File: config.mk
export PLATFORM = sky130hd
export DESIGN_NAME = ad5681r_spi_receiver_flat
export DESIGN_NICKNAME = d
export VERILOG_FILES = /design/src/rtl/dac_spi_pkg.sv /design/src/rtl/ad5681r_spi_receiver_if.sv /design/src/rtl/sync_edge_det.sv /design/src/rtl/ad5681r_spi_receiver.sv /design/src/flat_wrapper.sv
export SDC_FILE = /design/constraint.sdc
export NUM_CORES = 1
export LEC_CHECK = 0
export ABC_AREA = 1
export BUFFER_PORTS_ARGS = -buffer_cell sky130_fd_sc_hd__buf_4
export CAP_MARGIN = 5
export CORE_MARGIN = 1
export CORE_UTILIZATION = 35
export DETAILED_ROUTE_END_ITERATION = 12
export PLACE_DENSITY = 0.5
export SETUP_SLACK_MARGIN = 0.3
export SLEW_MARGIN = 20
export SYNTH_ARGS = -nofsm -noshare
export SYNTH_HDL_FRONTEND = slang
export SYNTH_SLANG_ARGS = --single-unit
export TNS_END_PERCENT = 1
File: constraint.sdc
create_clock -name clk -period 1.7 [get_ports clk]
set_input_delay 0.17 -clock clk [delete_from_list [all_inputs] [get_ports clk]]
set_output_delay 0.17 -clock clk [all_outputs]
set_load 0.05 [all_outputs]
File: src/rtl/dac_spi_pkg.sv
// rtl/dac_spi_pkg.sv - shared constants, command codes and FSM encoding for the AD5681R SPI receiver
package dac_spi_pkg;

    localparam int FRAME_BITS = 24;
    localparam int CODE_MSB   = 19;
    localparam int CODE_LSB   = 8;
    localparam int CMD_MSB    = 23;
    localparam int CMD_LSB    = 20;
    localparam int CODE_W     = CODE_MSB - CODE_LSB + 1;

    // Bit counter must hold FRAME_BITS + 1 so an over-long frame is distinguishable
    localparam int                CNT_W    = 5;
    localparam logic [CNT_W-1:0]  CNT_FULL = CNT_W'(FRAME_BITS);
    localparam logic [CNT_W-1:0]  CNT_SAT  = CNT_W'(FRAME_BITS + 1);

    localparam logic [3:0] CMD_WR_IN  = 4'h1;
    localparam logic [3:0] CMD_UPD    = 4'h2;
    localparam logic [3:0] CMD_WR_UPD = 4'h3;

    typedef enum logic {
        ST_IDLE  = 1'b0,
        ST_SHIFT = 1'b1
    } state_e;

endpackage

File: src/rtl/ad5681r_spi_receiver_if.sv
// rtl/ad5681r_spi_receiver_if.sv - DAC pin side and decoded-frame outputs of the SPI receiver
interface ad5681r_spi_receiver_if;
    import dac_spi_pkg::*;

    logic                  sclk;
    logic                  sdin;
    logic                  sync_n;
    logic                  ldac_n;
    logic [FRAME_BITS-1:0] frame_data;
    logic [3:0]            frame_cmd;
    logic                  frame_valid;
    logic                  frame_err;
    logic [CODE_W-1:0]     input_reg;
    logic [CODE_W-1:0]     dac_code;

    // SPI master side: drives the pins, observes the DAC model
    modport master (
        output sclk, sdin, sync_n, ldac_n,
        input  frame_data, frame_cmd, frame_valid, frame_err, input_reg, dac_code
    );

    // DAC model side
    modport slave (
        input  sclk, sdin, sync_n, ldac_n,
        output frame_data, frame_cmd, frame_valid, frame_err, input_reg, dac_code
    );

endinterface

File: src/rtl/sync_edge_det.sv
// rtl/sync_edge_det.sv - two-flop pin synchroniser with registered rise/fall pulses
module sync_edge_det #(
    parameter logic RESET_VAL = 1'b0
) (
    input  logic clk,
    input  logic rst_n,
    input  logic pin_i,
    output logic rise_o,
    output logic fall_o
);

    logic       s1_q;
    logic       s2_q;
    logic       hist_q;
    logic       rise_q;
    logic       fall_q;
    // Edges are suppressed until s1/s2/hist all hold real pin samples, so a pin
    // sitting at the opposite of RESET_VAL out of reset does not fake an edge.
    logic [2:0] prime_q;

    // Synchroniser chain, history flop and registered edge pulses
    always_ff @(posedge clk) begin
        if (!rst_n) begin
            s1_q    <= RESET_VAL;
            s2_q    <= RESET_VAL;
            hist_q  <= RESET_VAL;
            prime_q <= '0;
            rise_q  <= 1'b0;
            fall_q  <= 1'b0;
        end else begin
            s1_q    <= pin_i;
            s2_q    <= s1_q;
            hist_q  <= s2_q;
            prime_q <= {prime_q[1:0], 1'b1};
            rise_q  <= prime_q[2] &  s2_q & ~hist_q;
            fall_q  <= prime_q[2] & ~s2_q &  hist_q;
        end
    end

    assign rise_o = rise_q;
    assign fall_o = fall_q;

endmodule

File: src/rtl/ad5681r_spi_receiver.sv
// rtl/ad5681r_spi_receiver.sv - oversampling AD5681R serial-port model: deserialiser, decoder, DAC registers
module ad5681r_spi_receiver
    import dac_spi_pkg::*;
#(
    parameter bit SAMPLE_FALL = 1'b1
) (
    input  logic                    clk,
    input  logic                    rst_n,
    ad5681r_spi_receiver_if.slave   bus
);

    logic sclk_rise;
    logic sclk_fall;
    logic sync_rise;
    logic sync_fall;
    logic ldac_fall;
    logic ldac_rise_unused;
    logic sample;

    // sdin gets a third flop so it lines up with the registered edge pulses
    logic sdin_s1_q;
    logic sdin_s2_q;
    logic sdin_s3_q;

    state_e                state_q,       state_d;
    logic [FRAME_BITS-1:0] shreg_q,       shreg_d;
    logic [CNT_W-1:0]      bit_cnt_q,     bit_cnt_d;
    logic [FRAME_BITS-1:0] frame_data_q,  frame_data_d;
    logic                  frame_valid_q, frame_valid_d;
    logic                  frame_err_q,   frame_err_d;
    logic [CODE_W-1:0]     input_reg_q,   input_reg_d;
    logic [CODE_W-1:0]     dac_code_q,    dac_code_d;

    logic [3:0]            cmd;
    logic [CODE_W-1:0]     code;

    sync_edge_det #(.RESET_VAL(1'b0)) u_sclk_det (
        .clk    (clk),
        .rst_n  (rst_n),
        .pin_i  (bus.sclk),
        .rise_o (sclk_rise),
        .fall_o (sclk_fall)
    );

    sync_edge_det #(.RESET_VAL(1'b1)) u_sync_det (
        .clk    (clk),
        .rst_n  (rst_n),
        .pin_i  (bus.sync_n),
        .rise_o (sync_rise),
        .fall_o (sync_fall)
    );

    sync_edge_det #(.RESET_VAL(1'b1)) u_ldac_det (
        .clk    (clk),
        .rst_n  (rst_n),
        .pin_i  (bus.ldac_n),
        .rise_o (ldac_rise_unused),
        .fall_o (ldac_fall)
    );

    assign sample = SAMPLE_FALL ? sclk_fall : sclk_rise;

    // Data pin synchroniser, delay-matched to the edge detectors
    always_ff @(posedge clk) begin
        if (!rst_n) begin
            sdin_s1_q <= 1'b0;
            sdin_s2_q <= 1'b0;
            sdin_s3_q <= 1'b0;
        end else begin
            sdin_s1_q <= bus.sdin;
            sdin_s2_q <= sdin_s1_q;
            sdin_s3_q <= sdin_s2_q;
        end
    end

    // FSM state and frame datapath registers
    always_ff @(posedge clk) begin
        if (!rst_n) begin
            state_q       <= ST_IDLE;
            shreg_q       <= '0;
            bit_cnt_q     <= '0;
            frame_data_q  <= '0;
            frame_valid_q <= 1'b0;
            frame_err_q   <= 1'b0;
        end else begin
            state_q       <= state_d;
            shreg_q       <= shreg_d;
            bit_cnt_q     <= bit_cnt_d;
            frame_data_q  <= frame_data_d;
            frame_valid_q <= frame_valid_d;
            frame_err_q   <= frame_err_d;
        end
    end

    // Next state: a frame opens on a sync_n fall and closes on a sync_n rise
    always_comb begin
        state_d = state_q;
        case (state_q)
            ST_IDLE:  if (sync_fall) state_d = ST_SHIFT;
            ST_SHIFT: if (sync_rise) state_d = ST_IDLE;
            default:  state_d = ST_IDLE;
        endcase
    end

    // FSM outputs: shifting, bit counting and end-of-frame verdict; sync_n rise beats a sample edge
    always_comb begin
        shreg_d       = shreg_q;
        bit_cnt_d     = bit_cnt_q;
        frame_data_d  = frame_data_q;
        frame_valid_d = 1'b0;
        frame_err_d   = 1'b0;
        case (state_q)
            ST_IDLE: begin
                if (sync_fall) begin
                    shreg_d   = '0;
                    bit_cnt_d = '0;
                end
            end
            ST_SHIFT: begin
                if (sync_rise) begin
                    if (bit_cnt_q == CNT_FULL) begin
                        frame_valid_d = 1'b1;
                        frame_data_d  = shreg_q;
                    end else begin
                        frame_err_d   = 1'b1;
                    end
                end else if (sample) begin
                    shreg_d = {shreg_q[FRAME_BITS-2:0], sdin_s3_q};
                    if (bit_cnt_q != CNT_SAT) begin
                        bit_cnt_d = bit_cnt_q + 1'b1;
                    end
                end
            end
            default: ;
        endcase
    end

    assign cmd  = frame_data_q[CMD_MSB:CMD_LSB];
    assign code = frame_data_q[CODE_MSB:CODE_LSB];

    // Register file next state: LDAC first so a coincident frame command overrides it
    always_comb begin
        input_reg_d = input_reg_q;
        dac_code_d  = dac_code_q;
        if (ldac_fall) begin
            dac_code_d = input_reg_q;
        end
        if (frame_valid_q) begin
            case (cmd)
                CMD_WR_IN:  input_reg_d = code;
                CMD_UPD:    dac_code_d  = input_reg_q;
                CMD_WR_UPD: begin
                    input_reg_d = code;
                    dac_code_d  = code;
                end
                default: ;
            endcase
        end
    end

    // Input and DAC registers
    always_ff @(posedge clk) begin
        if (!rst_n) begin
            input_reg_q <= '0;
            dac_code_q  <= '0;
        end else begin
            input_reg_q <= input_reg_d;
            dac_code_q  <= dac_code_d;
        end
    end

    assign bus.frame_data  = frame_data_q;
    assign bus.frame_cmd   = cmd;
    assign bus.frame_valid = frame_valid_q;
    assign bus.frame_err   = frame_err_q;
    assign bus.input_reg   = input_reg_q;
    assign bus.dac_code    = dac_code_q;

endmodule

File: src/flat_wrapper.sv
// flat-port wrapper written by rule: the top's interface ports become plain ports
module ad5681r_spi_receiver_flat import dac_spi_pkg::*;
#(
    parameter bit SAMPLE_FALL = 1'b1
)
  (clk, rst_n, bus_sclk, bus_sdin, bus_sync_n, bus_ldac_n, bus_frame_data, bus_frame_cmd, bus_frame_valid, bus_frame_err, bus_input_reg, bus_dac_code);
  ad5681r_spi_receiver_if bus_i ();
  input  logic clk;
  input  logic rst_n;
  input wire logic [$bits(bus_i.sclk)-1:0] bus_sclk;
  input wire logic [$bits(bus_i.sdin)-1:0] bus_sdin;
  input wire logic [$bits(bus_i.sync_n)-1:0] bus_sync_n;
  input wire logic [$bits(bus_i.ldac_n)-1:0] bus_ldac_n;
  output wire logic [$bits(bus_i.frame_data)-1:0] bus_frame_data;
  output wire logic [$bits(bus_i.frame_cmd)-1:0] bus_frame_cmd;
  output wire logic [$bits(bus_i.frame_valid)-1:0] bus_frame_valid;
  output wire logic [$bits(bus_i.frame_err)-1:0] bus_frame_err;
  output wire logic [$bits(bus_i.input_reg)-1:0] bus_input_reg;
  output wire logic [$bits(bus_i.dac_code)-1:0] bus_dac_code;
  assign bus_i.sclk = bus_sclk;
  assign bus_i.sdin = bus_sdin;
  assign bus_i.sync_n = bus_sync_n;
  assign bus_i.ldac_n = bus_ldac_n;
  assign bus_frame_data = bus_i.frame_data;
  assign bus_frame_cmd = bus_i.frame_cmd;
  assign bus_frame_valid = bus_i.frame_valid;
  assign bus_frame_err = bus_i.frame_err;
  assign bus_input_reg = bus_i.input_reg;
  assign bus_dac_code = bus_i.dac_code;
  ad5681r_spi_receiver #(.SAMPLE_FALL(SAMPLE_FALL)) u_core (.clk(clk), .rst_n(rst_n), .bus(bus_i));
endmodule
==> impl_metrics.csv, run 1 <==
group,metric,value,unit
critical_path,crit_buf_inv,3,
clock_network,cts_buffers,9,
synthesis,postSynthNetCount,529,
global_routing,grt.total_usage,16.4,%
global_routing,grt_pass1_vias,2996,
clock_network,htreeDepth,3,
sta,slew_violations,0,
power_and_ir_drop,irDropWorstVdd,0.318,mV
global_routing,grt_pass1_wl,14700,um
layout,stdcell_count,718,
floorplanning,initial_core_util,35.9,%
critical_path,crit_start,"u_core.bit_cnt_q[0]",
floorplanning,die_width,107,um
synthesis,synth_area_leaders,"dfxtp_1 51%, nand2_1 9.4%, o21ai_0 7.0%",
layout,drive_above_1_share,18.5,%
layout,n_antenna_cell,0,
clock_network,cts_tree,"yes",
power_and_ir_drop,power.density,843,nW/um2
floorplanning,die_y,107,um
clock_network,clk_root_buffer_cell,"clkbuf_8",
critical_path,r2r-start,"u_core.bit_cnt_q[0]",
critical_path,crit_family,"flip-flops",
clock_network,clock_latency,0.37,ns
critical_path,max_stage_delay,0.38,ns
placement,gp_congestion,0.770,
floorplanning,rows,38,
global_routing,antenna_found_initial,0,
worst_hold_path,hold_start,"rst_n",
global_routing,grt_max_degree,53,
outcome,status,"completed",
synthesis,netlist_area,3870,um2
sta,maxSlewHeadroom,65.3,%
synthesis,synth_top_cell_by_area,"dfxtp_1",
layout,final_common_cell,"nand2_1",
layout,final_cell_mix,"97 x nand2_1, 95 x dfxtp_1, 67 x buf_4",
critical_path,critPathCaptureType,"register",
critical_path,crit_path_cell_trace,"inv_1, ha_1, nand2_1, nor3_4, buf_12, clkbuf_16, o21ai_0, nor2_1",
sta,hold_viol,0,
placement,placed_cell_area,4430,um2
critical_path,slowest_stage,"dfxtp_4",
sta,fin_skew,0.00826,ns
layout,area.growth.synth_to_final,23.1,%
flow_run,max_cap_violations,0,
clock_network,clk_path_buf_depth,2,
sta,rsz0062_at_grt,"yes",
layout,fin_nets,582,
layout,fin_area,4770,um2
floorplanning,die_area,11500,um2
floorplanning,core-area,10800,um2
route,routed_via_density,4.67,
route,totalWireLength,9020,um
synthesis,syn_avg_cell_area,7.45,um2
synthesis,synth_top_area_share,51.1,%
placement,place_hpwl,5710,um
sta,holdWs,0.286,ns
critical_path,cp_data_arrival_time,1.64,ns
route,vias,3355,
sta,fin_crit,1.37,ns
critical_path,worstSetupPathType,"register to register",
synthesis,yosysUniqueCellTypes,24,
sta,fmax,0.728,GHz
synthesis,synthCells,520,
placement,io_buffers,59,
critical_path,start_kind,"register",
sta,worst_slew_pin_slew,0.519,ns
critical_path,critPathMaxFanout,12,
route,firstDrtPassIters,4,
placement,dp.cells,696,
power_and_ir_drop,leakage,2.06,nW
route,first_iter_violations,159,
floorplanning,io_pins,60,
sta,setup_viol,0,
route,wl_per_cell,12.6,um
synthesis,yosysSeqAreaShare,51.1,%
global_routing,grt-ovfl-total,0,
clock_network,clk_pin_slew,0.10,ns
route,drc,0,
layout,fin_util,44.2,%
worst_hold_path,min_path_type,"input port to register",
sta,setup_tns,0,ns
synthesis,synth_seq_cells,99,
synthesis,yosysWarnings,0,
route,final_antenna_net_count,0,
sta,finalCritPeriodShare,80.8,%
critical_path,crit_required,1.96,ns
clock_network,clock-sinks,99,
==> cell type report <==
class,count,area (um2)
Fill cell,1071,6020
Sequential cell,99,1990
Multi-Input combinational cell,337,1550
Timing Repair Buffer,77,651
Inverter,49,198
Tap cell,140,175
Clock buffer,11,151
Clock inverter,5,60.1
==> layer usage <==
layer | routed length, um | part of all wire (%) | vias up | global-route usage (%)
met5 | 0 | 0 | - | 0
met4 | 116 | 1.3 | 0 | 6.46
met3 | 356 | 3.9 | 9 | 3.95
met2 | 3990 | 44 | 64 | 25.6
met1 | 4560 | 51 | 1522 | 21.7
li1 | - | - | 1760 | -
==> cell usage after synthesis <==
master	count
nand2_1	97
nor3_4	1
buf_1	2
clkbuf_1	16
nor2_1	66
or2_2	4
inv_1	45
buf_4	6
nor3_2	1
inv_2	3
clkinv_1	1
buf_2	11
nor3b_1	1
a21oi_1	49
nand3_1	53
nor3_1	2
o21bai_1	1
nand3_2	1
nand2_2	1
dfxtp_1	99
nor2_2	2
o21ai_0	54
ha_1	3
or2_1	1
==> final timing paths <==
path                                                  to  slack [ns]  cells past startpoint
worst max-delay path            u_core.bus.frame_data[7]        0.33                      8
worst min-delay path                   u_core.shreg_q[7]        0.29                      3
worst max register to register  u_core.bus.frame_data[7]        0.33                      8
worst min register to register    u_core.u_sync_det.s2_q        0.41                      1
==> cell families after synthesis <==
family                   share of synthesized area (%)
AND/OR/NAND/NOR                                   25.3
AO/OA/AOI/OAI                                     13.5
flip-flops                                        51.1
buffers and inverters                             9.07
adder cells (fa/ha/maj)                          0.969
==> worst reg2reg max path: cells and delay by family (launching register included) <==
kind                       cells  cell delay (ns)
adders and majority gates      1             0.18
AOI/OAI and AO/OA              1             0.15
DFF                            1             0.38
buffers and inverters          3             0.34
and+or+nand+nor                3             0.23
==> repair_timing <==
| action | CTS | global route |
|---|---|---|
| endpoints found under the setup margin | 47 | 65 |
| gates resized for setup | 4 | 19 |
| setup buffers | 0 | 1 |
| cloned | 0 | 1 |
| hold buffers | 4 | 0 |
| endpoints found under the hold margin | 4 | 0 |
| pin swaps | 0 | 1 |
==> stage by stage <==
step | power (mW) | setup WS, ns
global route | 4.19 | 0.239
detailed placement | 2.48 | 0.258
finish | 4.02 | 0.327
floorplan | 2.44 | 0.194
global placement | 2.47 | 0.298
CTS | 4.09 | 0.259
==> report_power, final <==
| group | total [mW] | switching, mW | internal, mW |
|---|---|---|---|
| logic | 0.0884 | 0.0554 | 0.0330 |
| registers | 2.34 | 0.00577 | 2.33 |
| clock network | 1.59 | 0.829 | 0.766 |
| total | 4.02 | 0.890 | 3.13 |
Note: power is estimated with default switching activity, not from simulation.
==> inputs of run 2 (changes only) <==
==> constraint.sdc (replaced) <==
create_clock -name clk -period 1.4 [get_ports clk]
set_input_delay 0.14 -clock clk [delete_from_list [all_inputs] [get_ports clk]]
set_output_delay 0.14 -clock clk [all_outputs]
set_load 0.05 [all_outputs]
==> run 2 against run 1 <==
- sequential share of layout area is 2.5 points lower
- largest power group unchanged
- wire length increased by 2.1%
- cell area rose by 9.4%
- clock skew is 0.0084 ns higher
- global-route usage increased by 0.16 points
- critical path type unchanged
- via count increased by 1.1%
==> impl_metrics.csv, run 2 (synthesized netlist as in run 1, its figures left out) <==
group,metric,value,unit
critical_path,crit_path_cell_trace,"inv_2, ha_4, nand2_4, nor3_4, inv_4, nor2_1, nor2_1",
sta,fin_crit,1.29,ns
global_routing,grt-ovfl-total,0,
clock_network,cts_buffers,9,
placement,io_buffers,59,
floorplanning,initial_core_util,35.9,%
sta,worst_slew_pin_slew,0.365,ns
power_and_ir_drop,p_switching,1.09,mW
route,wl_per_cell,12.7,um
sta,slew_violations,0,
worst_hold_path,hold_start,"rst_n",
critical_path,critPathCaptureType,"register",
critical_path,crit_required,1.65,ns
clock_network,clk_root_buffer_cell,"clkbuf_8",
power_and_ir_drop,cellInternalPower,3.86,mW
critical_path,crit_start,"u_core.bit_cnt_q[1]",
placement,place_hpwl,6060,um
sta,rsz0062_at_grt,"yes",
critical_path,worst-path-stages,7,
power_and_ir_drop,irDropWorstVdd,0.565,mV
floorplanning,die_width,107,um
global_routing,grt_pass1_wl,15000,um
route,totalWireLength,9210,um
critical_path,slowest_stage,"dfxtp_2",
route,first_iter_violations,196,
layout,stdcell_count,722,
sta,finalCritPeriodShare,92.2,%
sta,fin_skew,0.0166,ns
critical_path,r2r_cells,7,
worst_hold_path,min_path_type,"input port to register",
clock_network,clk_pin_slew,0.10,ns
sta,setup_viol,0,
critical_path,worstReg2RegEnd,"u_core.bus.frame_data[21]",
critical_path,critPathMaxFanout,25,
clock_network,htreeDepth,3,
placement,placed_cell_area,4530,um2
clock_network,clk_path_buf_depth,2,
critical_path,crit_family,"simple AND/OR/NAND/NOR gates",
critical_path,r2r_setup_slack,0.11,ns
layout,final_common_cell,"nand2_1",
layout,final_cell_mix,"93 x nand2_1, 68 x dfxtp_1, 64 x nor2_1",
layout,n_antenna_cell,0,
clock_network,clock-sinks,99,
route,final_antenna_net_count,0,
worst_hold_path,whs_endpoint,"u_core.u_sync_det.hist_q",
floorplanning,core-area,10800,um2
clock_network,cts_tree,"yes",
global_routing,grt_max_degree,31,
route,firstDrtPassIters,4,
layout,fin_nets,586,
sta,hold_viol,0,
clock_network,clock_latency,0.36,ns
route,vias,3391,
placement,dp.cells,701,
layout,drive_above_1_share,30.1,%
worst_hold_path,hold_depth,2,
floorplanning,die_y,107,um
placement,gp_congestion,0.781,
layout,area.growth.synth_to_final,34.7,%
power_and_ir_drop,seq_power_share,57.0,%
global_routing,antenna_found_initial,0,
power_and_ir_drop,clockPowerShare,40.5,%
critical_path,crit_buf_inv,2,
floorplanning,rows,38,
power_and_ir_drop,pwr-share-comb,2.5,%
power_and_ir_drop,swShare,22.1,%
flow_run,max_cap_violations,0,
global_routing,grt.total_usage,16.5,%
route,drc,0,
floorplanning,io_pins,60,
floorplanning,die_area,11500,um2
global_routing,grt_pass1_vias,3021,
critical_path,max_stage_delay,0.35,ns
route,routed_via_density,4.70,
power_and_ir_drop,leakage,2.16,nW
outcome,status,"completed",
sta,fmax,0.775,GHz
layout,fin_area,5220,um2
critical_path,worstSetupPathType,"register to register",
sta,maxSlewHeadroom,75.6,%
critical_path,cp_data_arrival_time,1.54,ns
critical_path,r2r-start,"u_core.bit_cnt_q[1]",
critical_path,path_common_cell,"nor2_1",
critical_path,start_kind,"register",
power_and_ir_drop,power.density,949,nW/um2
==> run 2: cell types whose count changed in the layout (fill, tap and decap cells not counted), moves of 13 or more <==
cell	before	now
buf_4	67	35
dfxtp_2	3	22
dfxtp_1	95	68
nand3_2	1	14
buf_6	2	28
nand3_1	53	40
==> run 2: worst register-to-register path: cells and delay by family, from the launching register on <==
family	cells	cell delay, ns
simple gates	4	0.45
flops	1	0.35
fa+ha+maj	1	0.14
buf+inv	2	0.24
==> run 2: routing by layer <==
metal	up-vias	part of all wire, %	track usage [%]
li1	1776	-	-
met1	1546	50	23.1
met2	59	46	25.4
met3	10	3.4	2.92
met4	0	1.2	6.07
met5	-	0	0
==> run 2: layout make-up <==
class	instances	area (um2)
fill	1070	5570
sequential	99	2040
multi-input combinational	337	1730
timing repair buffer	81	848
inverter	49	198
tap	140	175
clock buffer	12	166
clock inverter	4	55.1
==> run 2: through the flow <==
stage	total power [mW]	hold WS [ns]	setup TNS, ns	setup slack, ns	util [%]
floorplan	2.96	0.168	0	0.161	-
global placement	3.00	0.330	0	0.0335	42.0
detailed placement	3.00	0.335	0	0.0456	42.0
CTS	5.02	0.0246	0	0.0930	44.7
global route	5.14	0.0155	-0.0465	-0.0145	48.4
finish	4.95	0.0344	0	0.109	48.4
==> run 2: power by group through the flow <==
stage,combinational [mW],sequential [mW],clock (mW)
floorplan,0.0645,2.90,0
global placement,0.105,2.90,0
detailed placement,0.106,2.90,0
CTS,0.118,2.83,2.07
global route,0.136,2.83,2.17
finish,0.123,2.82,2.01
==> run 2: repair_timing <==
| action | 4_1_cts | 5_1_grt |
|---|---|---|
| setup buffers | 0 | 0 |
| pin swaps | 0 | 52 |
| hold buffers | 5 | 0 |
| endpoints found under the setup margin | 102 | 113 |
| hold endpoints to repair | 5 | 0 |
| gates resized for setup | 6 | 133 |
==> run 2: worst max-delay path by stage <==
stage	to	slack [ns]
2_1_floorplan	u_core.bus.frame_data[10]	0.16
3_3_place_gp	u_core.bit_cnt_q[3]	0.03
3_5_place_dp	u_core.shreg_q[12]	0.05
4_1_cts	u_core.bus.frame_data[0]	0.09
5_1_grt	u_core.bus.frame_data[4]	-0.01
6_report	u_core.bus.frame_data[21]	0.11
==> inputs of run 3 (changes only) <==
--- a/config.mk
+++ b/config.mk
@@ -10,6 +10,7 @@
 export CAP_MARGIN = 5
 export CORE_MARGIN = 1
 export CORE_UTILIZATION = 35
+export CTS_BUF_LIST = sky130_fd_sc_hd__clkbuf_4
 export DETAILED_ROUTE_END_ITERATION = 12
 export PLACE_DENSITY = 0.5
 export SETUP_SLACK_MARGIN = 0.3
==> run 3 against run 2 <==
- cell area is 3.3% higher
- sequential share of layout area fell by 0.44 points
- highest routed layer unchanged
- clock power decreased by 14%
- critical path depth unchanged
- hold slack about the same
- largest power group unchanged
==> impl_metrics.csv, run 3 (synthesized netlist as in run 1, its figures left out) <==
group,metric,value,unit
outcome,status,"completed",
clock_network,clk_path_buf_depth,2,
route,first_iter_violations,170,
power_and_ir_drop,seq_power_share,60.3,%
power_and_ir_drop,irDropWorstVdd,0.524,mV
sta,worst_slew_pin_slew,0.350,ns
sta,fin_crit,1.30,ns
critical_path,critPathMaxFanout,9,
power_and_ir_drop,total_power,4.66,mW
route,top_layer,"met4",
critical_path,r2r-start,"u_core.bit_cnt_q[1]",
worst_hold_path,hold_start,"rst_n",
global_routing,grt.total_usage,16.5,%
power_and_ir_drop,swShare,22.7,%
critical_path,r2r_setup_slack,0.1,ns
sta,hold_viol,0,
global_routing,grt_pass1_vias,3013,
placement,dp.cells,701,
placement,place_hpwl,6060,um
critical_path,critPathCaptureType,"register",
layout,stdcell_count,722,
sta,fin_skew,0.0300,ns
floorplanning,die_area,11500,um2
floorplanning,die_y,107,um
critical_path,cp_data_arrival_time,1.68,ns
clock_network,cts_tree,"yes",
route,vias,3402,
sta,fmax,0.768,GHz
worst_hold_path,hold_depth,3,
worst_hold_path,min_path_type,"input port to register",
power_and_ir_drop,power.density,864,nW/um2
critical_path,worstSetupPathType,"register to register",
layout,n_fill_cell,1036,
route,wl_per_cell,12.7,um
floorplanning,die_width,107,um
power_and_ir_drop,p_switching,1.06,mW
global_routing,grt-ovfl-total,0,
clock_network,clock_latency,0.45,ns
clock_network,htreeDepth,3,
global_routing,grt_max_degree,31,
worst_hold_path,whs_endpoint,"u_core.u_sync_det.fall_o",
layout,final_cell_mix,"93 x nand2_1, 64 x nor2_1, 51 x dfxtp_1",
clock_network,cts_setup_buffers,0,
route,firstDrtPassIters,4,
route,routed_via_density,4.71,
flow_run,max_cap_violations,0,
route,drc,0,
clock_network,clk_pin_slew,0.15,ns
floorplanning,core-area,10800,um2
clock_network,clock-sinks,99,
global_routing,antenna_found_initial,0,
critical_path,slowest_stage,"dfxtp_2",
layout,area.growth.synth_to_final,39.1,%
power_and_ir_drop,leakage,2.19,nW
global_routing,grt_pass1_wl,15000,um
clock_network,cts_buffers,9,
route,totalWireLength,9190,um
critical_path,worstReg2RegEnd,"u_core.bus.frame_data[1]",
layout,fin_nets,586,
route,met1_length,4550,um
layout,drive_above_1_share,33.8,%
layout,n_antenna_cell,0,
sta,maxSlewHeadroom,76.6,%
floorplanning,io_pins,60,
critical_path,max_stage_delay,0.37,ns
sta,rsz0062_at_grt,"yes",
sta,finalCritPeriodShare,93.1,%
power_and_ir_drop,pwr-share-comb,2.6,%
route,met2_length,4230,um
power_and_ir_drop,clockPowerShare,37.1,%
route,wl_met3,304,um
placement,io_buffers,59,
placement,gp_congestion,0.781,
critical_path,r2r_cells,7,
clock_network,clk_root_buffer_cell,"clkbuf_4",
floorplanning,initial_core_util,35.9,%
sta,setup_tns,0,ns
floorplanning,rows,38,
power_and_ir_drop,cellInternalPower,3.60,mW
critical_path,start_kind,"register",
route,final_antenna_net_count,0,
sta,setup_viol,0,
layout,final_common_cell,"nand2_1",
critical_path,crit_path_cell_trace,"inv_2, ha_4, nand2_4, nor3_4, buf_4, o21ai_0, nor2_1",
sta,slew_violations,0,
critical_path,crit_required,1.77,ns
run 3: changes by cell type in the layout (fill, tap and decap cells not counted), moves of 4 or more:
cell / previous run / this run
buf_8: 8 / 38
dfxtp_1: 68 / 51
buf_6: 28 / 12
buf_4: 35 / 21
clkbuf_4: 0 / 10
clkbuf_8: 10 / 0
dfxtp_4: 9 / 18
dfxtp_2: 22 / 30
nand3_1: 40 / 36
nand3_2: 14 / 18
run 3: worst max-delay path by stage:
stage	from	to	slack [ns]	cells past startpoint
after floorplan	u_core.bit_cnt_q[1]	u_core.bus.frame_data[10]	0.16	8
after global placement	u_core.bit_cnt_q[1]	u_core.bit_cnt_q[3]	0.03	8
after detailed placement	u_core.state_q	u_core.shreg_q[12]	0.05	6
after CTS	u_core.bit_cnt_q[1]	u_core.bus.frame_data[0]	0.09	7
after global routing	u_core.bit_cnt_q[1]	u_core.bus.frame_data[21]	-0.008	7
final	u_core.bit_cnt_q[1]	u_core.bus.frame_data[1]	0.1	7
run 3: critical path, delay by kind of cell (launching register included):
kind,cells,cell delay (ns)
flops,1,0.37
simple gates,3,0.35
fa+ha+maj,1,0.14
compound gates,1,0.08
buf+inv,2,0.29
run 3: per-stage QoR:
| step | area [um2] | hold WS, ns | worst slack [ns] | utilization, % |
|---|---|---|---|---|
| final | 5390 | 0.0342 | 0.0972 | 50.0 |
| after global routing | 5390 | 0.0468 | -0.00772 | 50.0 |
| after CTS | 4780 | 0.00442 | 0.0878 | 44.3 |
| after detailed placement | 4530 | 0.335 | 0.0456 | 42.0 |
| after global placement | 4530 | 0.330 | 0.0335 | 42.0 |
| after floorplan | 3930 | 0.168 | 0.161 | - |
run 3: final cells by class:
| type | count | area, um2 | share of cell area (%) |
|---|---|---|---|
| inverters | 49 | 195 | 3.62 |
| repair buffers | 81 | 1010 | 18.8 |
| clock inverters | 6 | 88.8 | 1.65 |
| clock buffers | 10 | 75.1 | 1.39 |
| flip-flops and latches | 99 | 2090 | 38.7 |
| well taps | 140 | 175 | 3.25 |
| multi-input cells | 337 | 1760 | 32.6 |
run 3: power groups by stage:
stage                     clock, mW  combinational (mW)  sequential [mW]
after global placement            0               0.105             2.90
after floorplan                   0              0.0645             2.90
after CTS                      1.78               0.118             2.84
after detailed placement          0               0.106             2.90
after global routing           1.88               0.136             2.81
final                          1.73               0.123             2.81
run 3: what timing repair did:
item | in CTS | in global routing
pin swaps | 0 | 52
endpoints found under the setup margin | 125 | 132
hold endpoints to repair | 9 | 0
hold buffers | 5 | 0
gates resized for setup | 11 | 202
run 3: per-layer routing:
metal  up-vias  track usage, %
met2        66            25.1
met4         0            6.36
met1      1547            23.2
met3         9            2.74
met5         -               0
li1       1780               -
